$ cat src/rtl/riscv_pkg.sv
// riscv_pkg: shared types and constants for the RV32/RV64 decode stage.
//   instr_type_e : instruction format class (R,I,S,B,U,J,ILL)
//   OPC_*        : major opcodes recognised by the decoder
//   FUNCT7_*     : funct7 encodings used in legality checks
//   decoded_t    : XLEN-independent decode fields of one buffered entry
//                  (PC and immediate are stored next to it, sized by XLEN)
package riscv_pkg;

  typedef enum logic [2:0] {
    ITYPE_R   = 3'd0,
    ITYPE_I   = 3'd1,
    ITYPE_S   = 3'd2,
    ITYPE_B   = 3'd3,
    ITYPE_U   = 3'd4,
    ITYPE_J   = 3'd5,
    ITYPE_ILL = 3'd7
  } instr_type_e;

  localparam logic [6:0] OPC_LOAD      = 7'b0000011;
  localparam logic [6:0] OPC_MISC_MEM  = 7'b0001111;
  localparam logic [6:0] OPC_OP_IMM    = 7'b0010011;
  localparam logic [6:0] OPC_AUIPC     = 7'b0010111;
  localparam logic [6:0] OPC_OP_IMM_32 = 7'b0011011;
  localparam logic [6:0] OPC_STORE     = 7'b0100011;
  localparam logic [6:0] OPC_OP        = 7'b0110011;
  localparam logic [6:0] OPC_LUI       = 7'b0110111;
  localparam logic [6:0] OPC_OP_32     = 7'b0111011;
  localparam logic [6:0] OPC_BRANCH    = 7'b1100011;
  localparam logic [6:0] OPC_JALR      = 7'b1100111;
  localparam logic [6:0] OPC_JAL       = 7'b1101111;
  localparam logic [6:0] OPC_SYSTEM    = 7'b1110011;

  localparam logic [6:0] FUNCT7_BASE   = 7'b0000000;
  localparam logic [6:0] FUNCT7_ALT    = 7'b0100000;
  localparam logic [6:0] FUNCT7_MULDIV = 7'b0000001;

  typedef struct packed {
    instr_type_e itype;
    logic [6:0]  opcode;
    logic [2:0]  funct3;
    logic [6:0]  funct7;
    logic [4:0]  rs1;
    logic [4:0]  rs2;
    logic [4:0]  rd;
    logic        rs1_use;
    logic        rs2_use;
    logic        rd_we;
    logic        illegal;
    logic        muldiv;
  } decoded_t;

endpackage

$ cat src/rtl/imm_gen.sv
// imm_gen: combinational immediate builder.
//   instr [31:7] : instruction word above the opcode (opcode is not needed here)
//   itype        : format class; R and ILL produce a zero immediate
//   imm   [XLEN] : immediate, sign-extended from instr[31] to XLEN
module imm_gen
  import riscv_pkg::*;
#(
  parameter int XLEN = 32
) (
  input  logic [31:7]     instr,
  input  instr_type_e     itype,
  output logic [XLEN-1:0] imm
);

  logic [31:0] imm32;

  // Assemble the 32-bit immediate for each format
  always_comb begin
    imm32 = 32'h0000_0000;
    case (itype)
      ITYPE_I: imm32 = {{20{instr[31]}}, instr[31:20]};
      ITYPE_S: imm32 = {{20{instr[31]}}, instr[31:25], instr[11:7]};
      ITYPE_B: imm32 = {{19{instr[31]}}, instr[31], instr[7], instr[30:25], instr[11:8], 1'b0};
      ITYPE_U: imm32 = {instr[31:12], 12'h000};
      ITYPE_J: imm32 = {{11{instr[31]}}, instr[31], instr[19:12], instr[20], instr[30:21], 1'b0};
      default: imm32 = 32'h0000_0000;
    endcase
  end

  // Signed size cast widens to XLEN by replicating bit 31
  assign imm = XLEN'($signed(imm32));

endmodule

$ cat src/rtl/decode_stage.sv
// decode_stage: registered RV32/RV64 decode stage with a 2-entry skid buffer.
//   clk, rst_n (async, active low), flush (sync kill of buffered entries)
//   in_valid / in_ready (registered) / in_instr / in_pc : fetch side
//   out_valid / out_ready / out_* decoded fields       : register-read side
// Optional feature: define DECODE_M_EXT_EN to accept M-extension OP/OP-32
// encodings (funct7=0000001) and raise out_muldiv; otherwise they are illegal.
module decode_stage
  import riscv_pkg::*;
#(
  parameter int XLEN       = 32,
  parameter int REG_ADDR_W = 5
) (
  input  logic                  clk,
  input  logic                  rst_n,
  input  logic                  flush,
  input  logic                  in_valid,
  output logic                  in_ready,
  input  logic [31:0]           in_instr,
  input  logic [XLEN-1:0]       in_pc,
  output logic                  out_valid,
  input  logic                  out_ready,
  output logic [XLEN-1:0]       out_pc,
  output logic [2:0]            out_itype,
  output logic [6:0]            out_opcode,
  output logic [2:0]            out_funct3,
  output logic [6:0]            out_funct7,
  output logic [REG_ADDR_W-1:0] out_rs1,
  output logic [REG_ADDR_W-1:0] out_rs2,
  output logic [REG_ADDR_W-1:0] out_rd,
  output logic [XLEN-1:0]       out_imm,
  output logic                  out_rs1_use,
  output logic                  out_rs2_use,
  output logic                  out_rd_we,
  output logic                  out_illegal,
  output logic                  out_muldiv
);

`ifdef DECODE_M_EXT_EN
  localparam bit M_EXT_EN = 1'b1;
`else
  localparam bit M_EXT_EN = 1'b0;
`endif

  typedef struct packed {
    logic [XLEN-1:0] pc;
    logic [XLEN-1:0] imm;
    decoded_t        dec;
  } entry_t;

  // ---------------- combinational decode of in_instr ----------------
  logic [6:0]      opcode;
  logic [2:0]      funct3;
  logic [6:0]      funct7;
  logic            is_shift;
  logic            upper7_ok;
  logic            upper6_ok;
  logic            op_imm_ok;
  logic            op_imm32_ok;
  logic            op_ok;
  logic            muldiv_enc;
  logic            fmt_ok;
  logic            illegal;
  instr_type_e     itype_raw;
  instr_type_e     itype;
  logic [XLEN-1:0] imm;
  entry_t          new_entry;

  assign opcode = in_instr[6:0];
  assign funct3 = in_instr[14:12];
  assign funct7 = in_instr[31:25];

  // Shift-immediates: only SRAI may set the "alt" bit; RV64 has a 6-bit shamt
  assign is_shift    = (funct3 == 3'b001) || (funct3 == 3'b101);
  assign upper7_ok   = (funct7 == FUNCT7_BASE) ||
                       ((funct3 == 3'b101) && (funct7 == FUNCT7_ALT));
  assign upper6_ok   = (in_instr[31:26] == 6'b000000) ||
                       ((funct3 == 3'b101) && (in_instr[31:26] == 6'b010000));
  assign op_imm_ok   = !is_shift || ((XLEN == 64) ? upper6_ok : upper7_ok);
  assign op_imm32_ok = !is_shift || upper7_ok;

  // Register-register ops: SUB/SRA use funct7 alt, mul/div only when enabled
  assign muldiv_enc = M_EXT_EN && (funct7 == FUNCT7_MULDIV);
  assign op_ok      = (funct7 == FUNCT7_BASE) ||
                      ((funct7 == FUNCT7_ALT) && ((funct3 == 3'b000) || (funct3 == 3'b101))) ||
                      muldiv_enc;

  // Classify the format and check per-opcode legality
  always_comb begin
    itype_raw = ITYPE_ILL;
    fmt_ok    = 1'b0;
    case (opcode)
      OPC_LUI, OPC_AUIPC: begin
        itype_raw = ITYPE_U;
        fmt_ok    = 1'b1;
      end
      OPC_JAL: begin
        itype_raw = ITYPE_J;
        fmt_ok    = 1'b1;
      end
      OPC_JALR: begin
        itype_raw = ITYPE_I;
        fmt_ok    = (funct3 == 3'b000);
      end
      OPC_LOAD, OPC_MISC_MEM, OPC_SYSTEM: begin
        itype_raw = ITYPE_I;
        fmt_ok    = 1'b1;
      end
      OPC_OP_IMM: begin
        itype_raw = ITYPE_I;
        fmt_ok    = op_imm_ok;
      end
      OPC_BRANCH: begin
        itype_raw = ITYPE_B;
        fmt_ok    = !((funct3 == 3'b010) || (funct3 == 3'b011));
      end
      OPC_STORE: begin
        itype_raw = ITYPE_S;
        fmt_ok    = 1'b1;
      end
      OPC_OP: begin
        itype_raw = ITYPE_R;
        fmt_ok    = op_ok;
      end
      OPC_OP_IMM_32: begin
        itype_raw = ITYPE_I;
        fmt_ok    = (XLEN == 64) && op_imm32_ok;
      end
      OPC_OP_32: begin
        itype_raw = ITYPE_R;
        fmt_ok    = (XLEN == 64) && op_ok;
      end
      default: begin
        itype_raw = ITYPE_ILL;
        fmt_ok    = 1'b0;
      end
    endcase
  end

  assign illegal = !fmt_ok || (in_instr[1:0] != 2'b11) ||
                   (in_instr == 32'h0000_0000) || (in_instr == 32'hFFFF_FFFF);
  assign itype   = illegal ? ITYPE_ILL : itype_raw;

  imm_gen #(.XLEN(XLEN)) u_imm_gen (
    .instr (in_instr[31:7]),
    .itype (itype),
    .imm   (imm)
  );

  // Pack the decoded candidate entry; hints are forced low for illegal words
  always_comb begin
    new_entry             = '0;
    new_entry.pc          = in_pc;
    new_entry.imm         = imm;
    new_entry.dec.itype   = itype;
    new_entry.dec.opcode  = opcode;
    new_entry.dec.funct3  = funct3;
    new_entry.dec.funct7  = funct7;
    new_entry.dec.rs1     = in_instr[19:15];
    new_entry.dec.rs2     = in_instr[24:20];
    new_entry.dec.rd      = in_instr[11:7];
    new_entry.dec.rs1_use = !illegal && (itype != ITYPE_U) && (itype != ITYPE_J);
    new_entry.dec.rs2_use = !illegal && ((itype == ITYPE_R) || (itype == ITYPE_S) ||
                                         (itype == ITYPE_B));
    new_entry.dec.rd_we   = !illegal && (in_instr[11:7] != 5'd0) &&
                            (itype != ITYPE_S) && (itype != ITYPE_B);
    new_entry.dec.illegal = illegal;
    new_entry.dec.muldiv  = !illegal && muldiv_enc &&
                            ((opcode == OPC_OP) || (opcode == OPC_OP_32));
  end

  // ---------------- skid buffer: main + skid register ----------------
  entry_t main_r, main_n;
  entry_t skid_r, skid_n;
  logic   main_valid_r, main_valid_n;
  logic   skid_valid_r, skid_valid_n;
  logic   in_ready_r;
  logic   accept;
  logic   drain;

  assign accept = in_valid && in_ready_r;
  assign drain  = main_valid_r && out_ready;

  // Next-state for the two entries; the skid only fills when main is stuck
  always_comb begin
    main_n       = main_r;
    skid_n       = skid_r;
    main_valid_n = main_valid_r;
    skid_valid_n = skid_valid_r;
    if (flush) begin
      main_valid_n = 1'b0;
      skid_valid_n = 1'b0;
    end else if (!main_valid_r || drain) begin
      if (skid_valid_r) begin
        // in_ready is low while skid is full, so no accept can coincide
        main_n       = skid_r;
        main_valid_n = 1'b1;
        skid_valid_n = 1'b0;
      end else if (accept) begin
        main_n       = new_entry;
        main_valid_n = 1'b1;
      end else begin
        main_valid_n = 1'b0;
      end
    end else if (accept) begin
      skid_n       = new_entry;
      skid_valid_n = 1'b1;
    end else begin
      skid_valid_n = skid_valid_r;
    end
  end

  // Entry and handshake registers
  always_ff @(posedge clk or negedge rst_n) begin
    if (!rst_n) begin
      main_r       <= '0;
      skid_r       <= '0;
      main_valid_r <= 1'b0;
      skid_valid_r <= 1'b0;
      in_ready_r   <= 1'b1;
    end else begin
      main_r       <= main_n;
      skid_r       <= skid_n;
      main_valid_r <= main_valid_n;
      skid_valid_r <= skid_valid_n;
      in_ready_r   <= !skid_valid_n;
    end
  end

  assign in_ready    = in_ready_r;
  assign out_valid   = main_valid_r;
  assign out_pc      = main_r.pc;
  assign out_imm     = main_r.imm;
  assign out_itype   = main_r.dec.itype;
  assign out_opcode  = main_r.dec.opcode;
  assign out_funct3  = main_r.dec.funct3;
  assign out_funct7  = main_r.dec.funct7;
  assign out_rs1     = REG_ADDR_W'(main_r.dec.rs1);
  assign out_rs2     = REG_ADDR_W'(main_r.dec.rs2);
  assign out_rd      = REG_ADDR_W'(main_r.dec.rd);
  assign out_rs1_use = main_r.dec.rs1_use;
  assign out_rs2_use = main_r.dec.rs2_use;
  assign out_rd_we   = main_r.dec.rd_we;
  assign out_illegal = main_r.dec.illegal;
  assign out_muldiv  = main_r.dec.muldiv;

endmodule

$ cat config.mk
export PLATFORM = sky130hd
export DESIGN_NAME = decode_stage
export DESIGN_NICKNAME = d
export VERILOG_FILES = /design/src/rtl/riscv_pkg.sv /design/src/rtl/imm_gen.sv /design/src/rtl/decode_stage.sv
export SDC_FILE = /design/constraint.sdc
export NUM_CORES = 1
export LEC_CHECK = 0
export ABC_AREA = 1
export CAP_MARGIN = 10
export CORE_MARGIN = 2
export CORE_UTILIZATION = 63
export DETAILED_ROUTE_END_ITERATION = 7
export DONT_BUFFER_PORTS = 1
export PLACE_DENSITY = 0.81
export SLEW_MARGIN = 40
export SYNTH_ARGS = -nofsm -noshare
export SYNTH_HDL_FRONTEND = slang
export SYNTH_SLANG_ARGS = --single-unit
$ cat constraint.sdc
create_clock -name clk -period 2.4 [get_ports clk]
set_clock_uncertainty 0.1 [all_clocks]
set_input_delay 0.6 -clock clk [delete_from_list [all_inputs] [get_ports clk]]
set_output_delay 0.6 -clock clk [all_outputs]
set_load 0.01 [all_outputs]
==> results.toml <==
[status]
outcome = "finished with violations"
violations = "hold timing"

[power_and_ir_drop]
p_per_area_nw_per_um2 = 862
power_mw = 8.83
vdd_drop_max_mv = 0.583
leakage_nw = 5.45

[worst_setup_path]
setup.reg_to_reg.worst_slack_ns = 0.47
cp-start-kind = "register"
critPathMaxFanout = 35
path_cells = "nand2_1 -> nor2_1 -> inv_1 -> nor2_4 -> buf_4 -> nor2_1 -> a31oi_1"
cp_slowest_cell = "buf_4"
crit_family = "simple AND/OR/NAND/NOR gates"
path_buf_inv = 2
required_ns = 2.72
worst_ep_arrival_time_ns = 2.24
path_class = "register to register"
cpMostUsedCell = "nor2_1"
slowest_delay_ns = 0.41
end_kind = "register"

[routing]
drt-initial-drc-count = 757
drc_errors = 0
post_drt_via_cell_ratio = 5.61
drtPass1Iterations = 6
wl_per_cell_microns = 16.1
finalWirelength_microns = 21400
via_count = 7458
antenna_left = 0

[clocking]
cts_htree_levels = 1
cts.sinks = 209
clockBufferDepth = 3
clock-root-buffer = "clkbuf_16"
insertion_delay_ns = 0.50
numCtsBuffers = 22
cts.clk_slew.worst_paths_ns = 0.06
postCtsSetupRepairBufs = 0
cts_resized = 0
cts_tree = "yes"

[placement]
place_inst = 1289
place.gp.congestion = 0.863
dp_hpwl_microns = 13600
numPortBuffers = 0

[global_routing]
grt-ovfl-total = 0
grt_util_all_layers = 0.270
antenna_found_initial = 0
grt_pass1_vias = 6933
grt_pass1_wl_microns = 35600
grt_start_max_net_pins = 210

[yosys]
ys_async_sr_fraction = 1.00
yosysWarnings = 0
avgSynthCellArea_sq_um = 8.15
synth-seq-cells = 209
synth_cells = 1166
synth_cell_types = 34
syn_nets = 1235
netlist_area_sq_um = 9500
synth_flop_cell = "dfrtp_1"
synth_edf_count = 0
yosysSeqAreaShare = 0.550

[final_layout]
finish.utilization = 0.700
final_cells = 1329
syn_to_final_growth_pct = 7.82
drive_above_1_share = 0.0742
final_common_cell = "nand2_1"
finalNetCount = 1198
nFillCells = 1166
antennaDiodeCount = 0
final_cell_mix = "nand2_1, o21ai_0, dfrtp_1"

[min_path]
hold_class = "input port to asynchronous set/reset pin"

[job]
cap_violations = 0

[floorplan]
core_area_sq_um = 14600
start_util = 0.649
die_w_microns = 127
pin_count = 175
die_area_sq_um = 16100
die_h_microns = 127
rows = 44

[timing]
tightest_slew_ns = 0.759
relSlewSlack = 0.494
final-hold-violation-count = 209
rsz0062_at_grt = "no"
maxClockFrequency_mhz = 518
fin_crit_ns = 1.93
timing.hold.ws_ns = -0.299
drv_slew = 0
setup_tns_ns = 0
fin_crit_sh = 0.804
final-setup-viol-count = 0
where the power goes:
part / internal (mW) / leakage [nW] / switching [mW]
clock: 1.88 / 0.341 / 1.35
sequential: 4.20 / 2.65 / 0.521
combinational: 0.366 / 2.46 / 0.516
total: 6.45 / 5.45 / 2.39
metrics by stage:
stage,instance area [sq um],worst slack [ns]
after floorplan,9500,0.356
after global placement,9560,0.119
after detailed placement,9560,0.0538
after CTS,10200,0.481
after global routing,10200,0.272
final,10200,0.471
synthesized netlist by cell type (2+ instances only):
cell,instances,area share
a21oi_1,20,0.011
a31oi_1,24,0.016
buf_1,5,0.0020
buf_4,2,0.0016
buf_6,4,0.0047
clkbuf_1,59,0.023
dfrtp_1,208,0.55
inv_1,76,0.030
inv_2,9,0.0036
nand2_1,362,0.14
nand2_2,3,0.0020
nand2_4,3,0.0036
nand3_1,35,0.018
nand3_2,11,0.012
nand4_1,4,0.0026
nor2_1,97,0.038
nor2_2,6,0.0040
nor2_8,2,0.0042
nor3_1,3,0.0016
o211ai_1,2,0.0016
o21ai_0,215,0.11
o21ai_1,4,0.0021
state kept, by name, summed over array words and instances (netlist names), 3 cells and up:
name and cells:
out_funct3 3, out_funct7 7, out_imm 32, out_itype 3
out_opcode 7, out_pc 32, out_rd 5, out_rs1 5
out_rs2 5, skid_r 103
metal layers:
| layer | track usage | share of wire |
|---|---|---|
| met4 | 0.0789 | 0.022 |
| met1 | 0.381 | 0.43 |
| met3 | 0.0806 | 0.094 |
| met5 | 0 | 0 |
| met2 | 0.412 | 0.46 |
path summary, 6_finish.rpt:
kind	from	end	depth (start not counted)
max	out_valid	skid_r[42]	7
min	rst_n	skid_r[98]	0
max reg2reg	out_valid	skid_r[42]	7
min reg2reg	skid_r[98]	skid_r[98]	2
max in group asynchronous	rst_n	in_ready	0
min in group clk	in_instr[28]	skid_r[48]	2
worst reg2reg max path, stage by stage, from the launching register on:
cell     delay, ns
dfrtp_1       0.40
nand2_1       0.12
nor2_1        0.15
inv_1         0.10
nor2_4        0.31
buf_4         0.41
nor2_1        0.08
a31oi_1       0.17
cell families (layout without fill, tap and decap cells):
| group | count (synthesis) | after routing | share of synthesized area |
|---|---|---|---|
| simple gates | 530 | 530 | 0.235 |
| flops | 209 | 209 | 0.550 |
| buf+inv | 157 | 136 | 0.0673 |
| compound gates | 269 | 269 | 0.147 |
| other cells | 1 | 1 | 0.000395 |
final cells by class:
type / instances / area (sq um) / area share
Clock buffer: 35 / 661 / 0.0645
Clock inverter: 5 / 25.0 / 0.00244
Inverter: 85 / 327 / 0.0319
Multi-Input combinational cell: 800 / 3650 / 0.356
Sequential cell: 209 / 5230 / 0.511
Tap cell: 184 / 230 / 0.0225
Timing Repair Buffer: 11 / 120 / 0.0117
Note: power is estimated with default switching activity, not from simulation.
